**config.mk**
```make
export PLATFORM = sky130hd
export DESIGN_NAME = vx_afu_axil_ctrl
export DESIGN_NICKNAME = d
export VERILOG_FILES = /design/src/rtl/vx_afu_axil_ctrl.sv
export SDC_FILE = /design/constraint.sdc
export NUM_CORES = 1
export LEC_CHECK = 0
export ABC_AREA = 1
export CORE_AREA = 2 2 174 176
export CTS_BUF_LIST = sky130_fd_sc_hd__clkbuf_4
export CTS_CLUSTER_SIZE = 30
export DETAILED_ROUTE_END_ITERATION = 6
export DIE_AREA = 0 0 176 178
export GPL_TIMING_DRIVEN = 0
export PLACE_DENSITY = 0.91
export SYNTH_ARGS = -nofsm -noshare
export SYNTH_HDL_FRONTEND = slang
export SYNTH_SLANG_ARGS = --single-unit
```
**constraint.sdc**
```tcl
create_clock -name clk -period 16.2 [get_ports clk]
set_input_delay 3.24 -clock clk [delete_from_list [all_inputs] [get_ports clk]]
set_output_delay 3.24 -clock clk [all_outputs]
set_load 0.05 [all_outputs]
```
**src/rtl/vx_afu_axil_ctrl.sv**
```systemverilog
// AXI4-Lite control slave for an accelerator kernel: start/done/idle/ready
// handshake, interrupt enable/status registers and NUM_ARGS 64-bit arguments.
module vx_afu_axil_ctrl #(
  parameter int unsigned AXI_ADDR_WIDTH = 8,
  parameter int unsigned AXI_DATA_WIDTH = 32,
  parameter int unsigned NUM_ARGS       = 4
) (
  input  logic                          clk,
  input  logic                          reset,

  input  logic                          s_axi_ctrl_awvalid,
  output logic                          s_axi_ctrl_awready,
  input  logic [AXI_ADDR_WIDTH-1:0]     s_axi_ctrl_awaddr,
  input  logic                          s_axi_ctrl_wvalid,
  output logic                          s_axi_ctrl_wready,
  input  logic [AXI_DATA_WIDTH-1:0]     s_axi_ctrl_wdata,
  input  logic [AXI_DATA_WIDTH/8-1:0]   s_axi_ctrl_wstrb,
  output logic                          s_axi_ctrl_bvalid,
  input  logic                          s_axi_ctrl_bready,
  output logic [1:0]                    s_axi_ctrl_bresp,

  input  logic                          s_axi_ctrl_arvalid,
  output logic                          s_axi_ctrl_arready,
  input  logic [AXI_ADDR_WIDTH-1:0]     s_axi_ctrl_araddr,
  output logic                          s_axi_ctrl_rvalid,
  input  logic                          s_axi_ctrl_rready,
  output logic [AXI_DATA_WIDTH-1:0]     s_axi_ctrl_rdata,
  output logic [1:0]                    s_axi_ctrl_rresp,

  output logic                          ap_start,
  input  logic                          ap_done,
  input  logic                          ap_ready,
  input  logic                          ap_idle,
  output logic [NUM_ARGS*64-1:0]        args,
  output logic                          interrupt
);

  localparam int unsigned AW = AXI_ADDR_WIDTH;
  localparam int unsigned DW = AXI_DATA_WIDTH;
  localparam int unsigned SW = DW / 8;

  localparam logic [AW-1:0] ADDR_CTRL = AW'(32'h00);
  localparam logic [AW-1:0] ADDR_GIE  = AW'(32'h04);
  localparam logic [AW-1:0] ADDR_IER  = AW'(32'h08);
  localparam logic [AW-1:0] ADDR_ISR  = AW'(32'h0C);
  localparam logic [AW-1:0] WORD_MASK = ~AW'(32'h3);

  typedef enum logic {WIDLE, WRESP} wstate_t;
  typedef enum logic {RIDLE, RDATA} rstate_t;

  wstate_t wstate, wstate_next;
  rstate_t rstate, rstate_next;

  logic          ready_en;
  logic          aw_got, w_got;
  logic [AW-1:0] awaddr_q;
  logic [DW-1:0] wdata_q;
  logic [SW-1:0] wstrb_q;

  logic          aw_hs, w_hs, ar_hs, wr_fire;
  logic [AW-1:0] wr_addr, rd_addr;
  logic [DW-1:0] wr_data, rd_val;
  logic [SW-1:0] wr_strb;
  logic          wr_ctrl, wr_gie, wr_ier, wr_isr, rd_ctrl_hs;

  logic          auto_restart, done_bit, gie;
  logic [1:0]    ier, isr;

  // Readys come up on the first edge after reset release, not combinationally.
  always_ff @(posedge clk or posedge reset) begin
    if (reset) ready_en <= 1'b0;
    else       ready_en <= 1'b1;
  end

  assign s_axi_ctrl_awready = ready_en & (wstate == WIDLE) & ~aw_got;
  assign s_axi_ctrl_wready  = ready_en & (wstate == WIDLE) & ~w_got;
  assign s_axi_ctrl_bvalid  = (wstate == WRESP);
  assign s_axi_ctrl_bresp   = 2'b00;

  assign aw_hs   = s_axi_ctrl_awvalid & s_axi_ctrl_awready;
  assign w_hs    = s_axi_ctrl_wvalid & s_axi_ctrl_wready;
  assign wr_fire = (wstate == WIDLE) & (aw_got | aw_hs) & (w_got | w_hs);

  // Whichever half arrived first is replayed from its holding register.
  assign wr_addr = (aw_got ? awaddr_q : s_axi_ctrl_awaddr) & WORD_MASK;
  assign wr_data = w_got ? wdata_q : s_axi_ctrl_wdata;
  assign wr_strb = w_got ? wstrb_q : s_axi_ctrl_wstrb;

  assign wr_ctrl = wr_fire & (wr_addr == ADDR_CTRL);
  assign wr_gie  = wr_fire & (wr_addr == ADDR_GIE);
  assign wr_ier  = wr_fire & (wr_addr == ADDR_IER);
  assign wr_isr  = wr_fire & (wr_addr == ADDR_ISR);

  always_comb begin
    wstate_next = wstate;
    case (wstate)
      WIDLE: if (wr_fire) wstate_next = WRESP;
      WRESP: if (s_axi_ctrl_bready) wstate_next = WIDLE;
      default: wstate_next = WIDLE;
    endcase
  end

  always_ff @(posedge clk or posedge reset) begin
    if (reset) begin
      wstate   <= WIDLE;
      aw_got   <= 1'b0;
      w_got    <= 1'b0;
      awaddr_q <= '0;
      wdata_q  <= '0;
      wstrb_q  <= '0;
    end else begin
      wstate <= wstate_next;
      if (wr_fire) begin
        aw_got <= 1'b0;
        w_got  <= 1'b0;
      end else begin
        if (aw_hs) begin
          aw_got   <= 1'b1;
          awaddr_q <= s_axi_ctrl_awaddr;
        end
        if (w_hs) begin
          w_got   <= 1'b1;
          wdata_q <= s_axi_ctrl_wdata;
          wstrb_q <= s_axi_ctrl_wstrb;
        end
      end
    end
  end

  always_ff @(posedge clk or posedge reset) begin
    if (reset) begin
      ap_start     <= 1'b0;
      auto_restart <= 1'b0;
      done_bit     <= 1'b0;
      gie          <= 1'b0;
      ier          <= '0;
      isr          <= '0;
      interrupt    <= 1'b0;
    end else begin
      if (wr_ctrl & wr_strb[0] & wr_data[0]) ap_start <= 1'b1;
      else if (ap_ready & ~auto_restart)     ap_start <= 1'b0;
      if (wr_ctrl & wr_strb[0]) auto_restart <= wr_data[7];
      if (ap_done)         done_bit <= 1'b1;
      else if (rd_ctrl_hs) done_bit <= 1'b0;
      if (wr_gie & wr_strb[0]) gie <= wr_data[0];
      if (wr_ier & wr_strb[0]) ier <= wr_data[1:0];
      isr <= (isr ^ ((wr_isr & wr_strb[0]) ? wr_data[1:0] : 2'b00))
           | {ap_ready & ier[1], ap_done & ier[0]};
      interrupt <= gie & (|isr);
    end
  end

  always_ff @(posedge clk or posedge reset) begin
    if (reset) begin
      args <= '0;
    end else if (wr_fire) begin
      for (int unsigned i = 0; i < NUM_ARGS; i++) begin
        for (int unsigned b = 0; b < SW; b++) begin
          if (wr_strb[b] && wr_addr == AW'(16 + 8*i))
            args[64*i + 8*b +: 8] <= wr_data[8*b +: 8];
          if (wr_strb[b] && wr_addr == AW'(20 + 8*i))
            args[64*i + 32 + 8*b +: 8] <= wr_data[8*b +: 8];
        end
      end
    end
  end

  assign s_axi_ctrl_arready = ready_en & (rstate == RIDLE);
  assign s_axi_ctrl_rvalid  = (rstate == RDATA);
  assign s_axi_ctrl_rresp   = 2'b00;
  assign ar_hs      = s_axi_ctrl_arvalid & s_axi_ctrl_arready;
  assign rd_addr    = s_axi_ctrl_araddr & WORD_MASK;
  assign rd_ctrl_hs = ar_hs & (rd_addr == ADDR_CTRL);

  always_comb begin
    rd_val = '0;
    if (rd_addr == ADDR_CTRL) begin
      rd_val[0] = ap_start;
      rd_val[1] = done_bit;
      rd_val[2] = ap_idle;
      rd_val[3] = ap_ready;
      rd_val[7] = auto_restart;
    end
    if (rd_addr == ADDR_GIE) rd_val[0]   = gie;
    if (rd_addr == ADDR_IER) rd_val[1:0] = ier;
    if (rd_addr == ADDR_ISR) rd_val[1:0] = isr;
    for (int unsigned i = 0; i < NUM_ARGS; i++) begin
      if (rd_addr == AW'(16 + 8*i)) rd_val = args[64*i +: 32];
      if (rd_addr == AW'(20 + 8*i)) rd_val = args[64*i + 32 +: 32];
    end
  end

  always_comb begin
    rstate_next = rstate;
    case (rstate)
      RIDLE: if (ar_hs) rstate_next = RDATA;
      RDATA: if (s_axi_ctrl_rready) rstate_next = RIDLE;
      default: rstate_next = RIDLE;
    endcase
  end

  always_ff @(posedge clk or posedge reset) begin
    if (reset) begin
      rstate           <= RIDLE;
      s_axi_ctrl_rdata <= '0;
    end else begin
      rstate <= rstate_next;
      if (ar_hs) s_axi_ctrl_rdata <= rd_val;
    end
  end

endmodule

```
==> flow_summary_export.csv, run 1 <==
group,metric,value,unit
sta,tightest_slew,1.057,ns
floorplan,core-area,29400,um^2
clock_network,numCtsBuffers,88,
synthesis,ys_top_cells_by_area,"dfrtp_1 (58%), nand2_1 (15%), o21ai_0 (8.7%)",
sta,hold_violations,0,
status,status,"finished clean",
routing,vias,15076,
sta,setup-tns-final,0,ns
critical_path,crit_path_end_kind,"flip-flop",
synthesis,syn_avg_cell_area,8.865,um^2
routing,drt_iter0_drc,1512,
final_layout,final_common_cell,"nand2_1",
placement,placed_area,18940,um^2
sta,maxSlewHeadroom,0.2954,
sta,slew_violations,0,
final_layout,drive_gt1_frac,0.1144,
routing,firstDrtPassIters,6,
clock_network,postCtsSetupBuffers,0,
clock_network,ctsHtreeMaxLevel,3,
routing,totalWireLength,56.62,mm
sta,setup_violations,0,
global_route,grt_first_pass_wirelength,85.08,mm
floorplan,ios,361,
synthesis,synth-seq-cells,344,
power_and_ir_drop,leakage,8.997,nW
hold_path,min_path_type,"reg -> reg",
global_route,grt_max_degree,140,
power_and_ir_drop,worst_ir_drop_vdd,118.1,uV
clock_network,cts-root-buf,"clkbuf_4",
critical_path,reg2reg_depth,10,
sta,finalCriticalPeriod,5.881,ns
synthesis,ys_types,37,
floorplan,die-area,31330,um^2
clock_network,tritoncts,"yes",
final_layout,most-common-layout-cells,"nand2_1 (595), clkdlybuf4s50_1 (352), dfrtp_1 (344), o21ai_0 (258), clkbuf_4 (129)",
sta,skew,0.03448,ns
clock_network,cts_buffer_depth,3,
synthesis,synth_top_area_share,0.5794,
synthesis,yosys_warnings,0,
critical_path,required,16.81,ns
placement,gp_congestion,0.9244,
placement,port-buffer-count,352,
final_layout,postLayoutCoreUtil,0.6805,
sta,timing.final.crit_share,0.3630,
final_layout,syn2layout_area_growth,34.65,%
synthesis,netlist_area,14860,um^2
global_route,antenna_found_initial,3,
floorplan,die_w,176,um
critical_path,path_max_fanout,10,
placement,dp_slack,9.669,ns
clock_network,cts.sinks,344,
routing,ant_nets,0,
routing,wl_per_cell,22.04,um
power_and_ir_drop,powerDensity,150.4,nW/um^2
synthesis,yosysSeqAreaShare,0.5794,
synthesis,synth_top_cell_by_area,"dfrtp_1",
floorplan,start_util,0.5053,
final_layout,fin_nets,2185,
sta,rsz0062_at_grt,"false",
floorplan,die_y,178,um
synthesis,synthesis.instances,1676,
hold_path,whs_path_depth,2,
routing,vias_per_cell,5.868,
floorplan,rows,63,
sta,timing.fmax,0.1700,GHz
clock_network,path_clk_slew,0.07,ns
critical_path,path_class,"in -> reg",
clock_network,clock_latency,0.72,ns
sta,setup_ws,10.32,ns
clock_network,cts_resized,0,
routing,drcViolationCount,0,
global_route,first_global_vias,15117,
final_layout,fin_area,20010,um^2
clock_network,cts-hold-fix-buffers,0,
critical_path,crit_arrival,6.49,ns
global_route,grt_overflow,0,
global_route,grt.total_usage,0.3626,
job,drv_cap,0,
critical_path,startpoint_type,"input port",
placement,place_hpwl,41.13,mm
==> routing by layer <==
layer	wire length, um	track usage
met4	3726	0.2335
met5	0	0
met3	6967	0.1034
met2	25570	0.5653
met1	20350	0.4458
==> layout make-up <==
type                            instances  area [um^2]
Fill cell                            2284         9395
Sequential cell                       344         8608
Multi-Input combinational cell       1191         5620
Timing Repair Buffer                  354         3578
Clock buffer                          129        968.4
Tap cell                              390        488.0
Buffer                                 81        401.6
Inverter                               63        246.5
Clock inverter                         15        90.09
Antenna cell                            2        5.005
==> synthesized netlist by cell type <==
cell,number
o21ai_0,258
o21ai_2,2
mux2_2,19
o21ai_1,66
inv_2,1
nor2_1,39
inv_1,61
inv_4,1
nand4_1,23
nor2_4,5
buf_4,6
and2_1,1
a21oi_1,52
o211ai_1,1
nand2_1,595
mux2i_1,18
a21o_1,1
o31ai_2,1
a41o_1,14
buf_2,30
buf_1,2
nand3_1,35
nor3_2,4
clkbuf_1,38
dfrtp_1,344
nor3_4,1
nand3b_1,1
and2_2,1
o31ai_1,2
o22ai_1,7
or2_2,3
nand2_2,33
nor3_1,2
conb_1,2
buf_6,5
a22oi_1,1
and3_1,1
==> worst max-delay path, stage by stage <==
cell and delay, ns:
clkdlybuf4s50_1 0.40, nor2_1 0.30, nand3_1 0.36, nor2_1 0.59, inv_1 0.35, clkbuf_1 0.51
o21ai_0 0.45, a41o_1 0.21, nand2_1 0.06
==> state kept, by name (all words and copies together), names as in the netlist <==
name               count
args                 256
s_axi_ctrl_rdata      32
wdata_q               32
awaddr_q               6
wstrb_q                4
ier                    2
isr                    2
ap_start               1
auto_restart           1
aw_got                 1
done_bit               1
gie                    1
interrupt              1
ready_en               1
s_axi_ctrl_bvalid      1
s_axi_ctrl_rvalid      1
w_got                  1
==> metrics by stage <==
step / total power [mW] / instances / hold WS [ns]
6_report: 3.009 / 2569 / 0.4784
5_1_grt: 3.130 / 2568 / 0.4974
4_1_cts: 2.995 / 2567 / 0.4806
3_5_place_dp: 2.274 / 2423 / 0.4646
3_3_place_gp: 2.239 / 2421 / 0.4627
2_1_floorplan: 1.846 / 1679 / 0.4479
==> final timing paths <==
check,from,end,slack (ns)
worst max-delay path,s_axi_ctrl_araddr[7],s_axi_ctrl_rdata[6]$_DFFE_PP0P_,10.32
worst min-delay path,s_axi_ctrl_rdata[11]$_DFFE_PP0P_,s_axi_ctrl_rdata[11]$_DFFE_PP0P_,0.48
worst max register to register,aw_got$_DFFE_PP0P_,args[145]$_DFFE_PP0P_,13.31
worst min register to register,s_axi_ctrl_rdata[11]$_DFFE_PP0P_,s_axi_ctrl_rdata[11]$_DFFE_PP0P_,0.48
max in group asynchronous,reset,args[50]$_DFFE_PP0P_,12.09
min in group asynchronous,reset,args[166]$_DFFE_PP0P_,3.01
==> power breakdown <==
part | switching, mW | leakage (nW) | internal [mW]
combinational | 0.789 | 3.68 | 0.326
sequential | 0.141 | 4.68 | 1.02
clock | 0.354 | 0.632 | 0.376
total | 1.28 | 9.00 | 1.73
==> cell families (layout without fill, tap and decap cells) <==
logic type / Yosys count / count (layout) / share of synthesized area
buffers and inverters: 144 / 642 / 0.04312
AND/OR/NAND/NOR: 744 / 744 / 0.2069
multiplexers: 37 / 37 / 0.02653
flip-flops: 344 / 344 / 0.5794
AO/OA/AOI/OAI: 405 / 405 / 0.1436
other: 2 / 7 / 0.0005055
Power figures use the tool's default switching activity.
==> run 2, diff against run 1 <==
==> constraint.sdc (replaced) <==
create_clock -name clk -period 5.63 [get_ports clk]
set_input_delay 1.126 -clock clk [delete_from_list [all_inputs] [get_ports clk]]
set_output_delay 1.126 -clock clk [all_outputs]
set_load 0.05 [all_outputs]
==> run 2 against run 1 <==
  * Die area did not move
  * Critical endpoint unchanged
  * Sequential cell count unchanged
  * Final area increased by 0.56%
  * Largest cell class unchanged
  * Non-clock buffer count increased by 6
==> flow_summary_export.csv, run 2 (same netlist as run 1, synthesis figures left out) <==
group,metric,value,unit
routing,drt_iter0_drc,1814,
placement,port-buffer-count,352,
floorplan,rows,63,
power_and_ir_drop,powerDensity,430.3,nW/um^2
floorplan,die_y,178,um
routing,firstDrtPassIters,6,
clock_network,cts_resized,0,
global_route,grt.total_usage,0.3659,
power_and_ir_drop,leakage,9.047,nW
floorplan,die-area,31330,um^2
hold_path,min_path_type,"reg -> reg",
clock_network,cts_buffer_depth,3,
sta,tightest_slew,1.044,ns
critical_path,cpMostUsedCell,"nor2_1",
sta,skew,0.06929,ns
floorplan,die_w,176,um
critical_path,path_class,"in -> reg",
critical_path,cpMaxStageDelayCell,"nor2_1",
clock_network,cts-root-buf,"clkbuf_4",
clock_network,cts-hold-fix-buffers,0,
sta,hold_violations,0,
final_layout,syn2layout_area_growth,35.40,%
routing,wl_per_cell,22.19,um
placement,placed_area,19040,um^2
critical_path,path_max_fanout,10,
final_layout,regMostFlops,"args",
critical_path,path_cells,"clkdlybuf4s50_1 -> nor2_1 -> nand3_1 -> nor2_1 -> inv_1 -> clkbuf_1 -> o21ai_0 -> a41o_1 -> nand2_1",
clock_network,clock_latency,0.74,ns
status,status,"finished clean",
sta,timing.final.crit_share,0.6786,
critical_path,critPathBufInv,3,
critical_path,crit_path_end_kind,"flip-flop",
global_route,grt_overflow,0,
sta,maxSlewHeadroom,0.3040,
sta,timing.fmax,0.2617,GHz
critical_path,cpPeakStageDelay,0.62,ns
clock_network,ctsHtreeMaxLevel,3,
critical_path,crit_arrival,4.40,ns
final_layout,top_regs,"args (256), s_axi_ctrl_rdata (32), wdata_q (32)",
global_route,first_global_vias,15164,
routing,vias,15050,
global_route,antenna_found_initial,2,
final_layout,fin_area,20120,um^2
job,drv_cap,0,
critical_path,cp_top_family,"simple AND/OR/NAND/NOR gates",
floorplan,ios,361,
sta,setup_violations,0,
routing,drcViolationCount,0,
floorplan,start_util,0.5053,
power_and_ir_drop,worst_ir_drop_vdd,319.1,uV
clock_network,path_clk_slew,0.07,ns
critical_path,startpoint_type,"input port",
clock_network,postCtsSetupBuffers,0,
routing,ant_nets,0,
global_route,grt_max_degree,47,
final_layout,fin_nets,2191,
clock_network,cts.sinks,344,
routing,vias_per_cell,5.827,
floorplan,core-area,29400,um^2
sta,rsz0062_at_grt,"false",
final_layout,final_common_cell,"nand2_1",
global_route,grt_first_pass_wirelength,86.13,mm
power_and_ir_drop,fin_total_pwr,8.656,mW
sta,slew_violations,0,
placement,gp_congestion,0.9322,
clock_network,tritoncts,"yes",
critical_path,required,6.21,ns
clock_network,numCtsBuffers,88,
sta,finalCriticalPeriod,3.821,ns
final_layout,largest_reg_flops,256,
placement,place_hpwl,42.08,mm
final_layout,most-common-layout-cells,"nand2_1 (595), clkdlybuf4s50_1 (352), dfrtp_1 (344), o21ai_0 (258), clkbuf_4 (128)",
final_layout,drive_gt1_frac,0.1173,
routing,totalWireLength,57.31,mm
-- run 2: cell count changes in the layout (fill, tap and decap cells not counted), sizes merged --
cell,change
clkbuf,-1
bufinv,-1
buf,+6
clkinv,+11
clkinvlp,+1
inv,-2
-- run 2: path summary, 6_finish.rpt --
check                                           startpoint                               to  slack [ns]  depth (start not counted)
hold / removal             s_axi_ctrl_rdata[7]$_DFFE_PP0P_  s_axi_ctrl_rdata[7]$_DFFE_PP0P_        0.48                          2
setup reg to reg                        aw_got$_DFFE_PP0P_            args[184]$_DFFE_PP0P_        2.80                         10
setup / recovery                      s_axi_ctrl_araddr[7]  s_axi_ctrl_rdata[6]$_DFFE_PP0P_        1.81                          9
min in group asynchronous                            reset            args[128]$_DFFE_PP0P_        0.83                          2
hold reg to reg            s_axi_ctrl_rdata[7]$_DFFE_PP0P_  s_axi_ctrl_rdata[7]$_DFFE_PP0P_        0.48                          2
max in group asynchronous                            reset             args[56]$_DFFE_PP0P_        3.52                          5
-- run 2: stage by stage --
step	setup TNS, ns	instances	utilization	setup WS, ns	hold WS [ns]
detailed placement	0	2429	0.6477	1.230	0.4660
global placement	-740.89	2421	0.6423	-2.194	0.4625
CTS	0	2581	0.6841	1.958	0.4805
finish	0	2583	0.6842	1.809	0.4820
global route	0	2582	0.6842	1.826	0.5011
floorplan	-33.88	1679	-	-0.09849	0.4479
-- run 2: worst min-delay path: cells and delay by family, from the launching register on --
kind,cells,cell delay (ns)
and+or+nand+nor,2,0.10
DFF,1,0.35
-- run 2: final cells by class --
class                           instances  area (um^2)
Clock buffer                          128        960.9
Inverter                               63        242.7
Buffer                                 81        401.6
Sequential cell                       344         8608
Fill cell                            2216         9284
Tap cell                              390        488.0
Multi-Input combinational cell       1191         5620
Timing Repair Buffer                  360         3684
Clock inverter                         24        107.6
Antenna cell                            2        5.005
-- run 2: per-layer routing --
metal / GRT usage / wire length [um] / vias up
li1: - / - / 6511
met1: 0.4503 / 21160 / 7235
met2: 0.5735 / 26020 / 1085
met3: 0.1017 / 6495 / 219
met4: 0.2317 / 3636 / 0
met5: 0 / 0 / -
-- run 2: power by group --
group	internal [mW]	switching, mW	total, mW
Sequential	2.94	0.411	3.35
Combinational	0.946	2.26	3.21
Clock	1.04	1.05	2.09
Total	4.93	3.73	8.66
==> run 3, diff against run 2 <==
==> constraint.sdc (replaced) <==
create_clock -name clk -period 3.87 [get_ports clk]
set_input_delay 0.774 -clock clk [delete_from_list [all_inputs] [get_ports clk]]
set_output_delay 0.774 -clock clk [all_outputs]
set_load 0.05 [all_outputs]
==> results of run 3 <==
Same layout as run 2 (identical final DEF). Status: finished clean.
Among the figures that moved: setup slack after placement 1.230 ns -> -0.1781 ns; setup slack after layout 1.809 ns -> 0.4012 ns; register-to-register setup slack 2.80 ns -> 1.04 ns; total power 8.656 mW -> 12.59 mW; worst IR drop on VDD 319.1 uV -> 464.2 uV
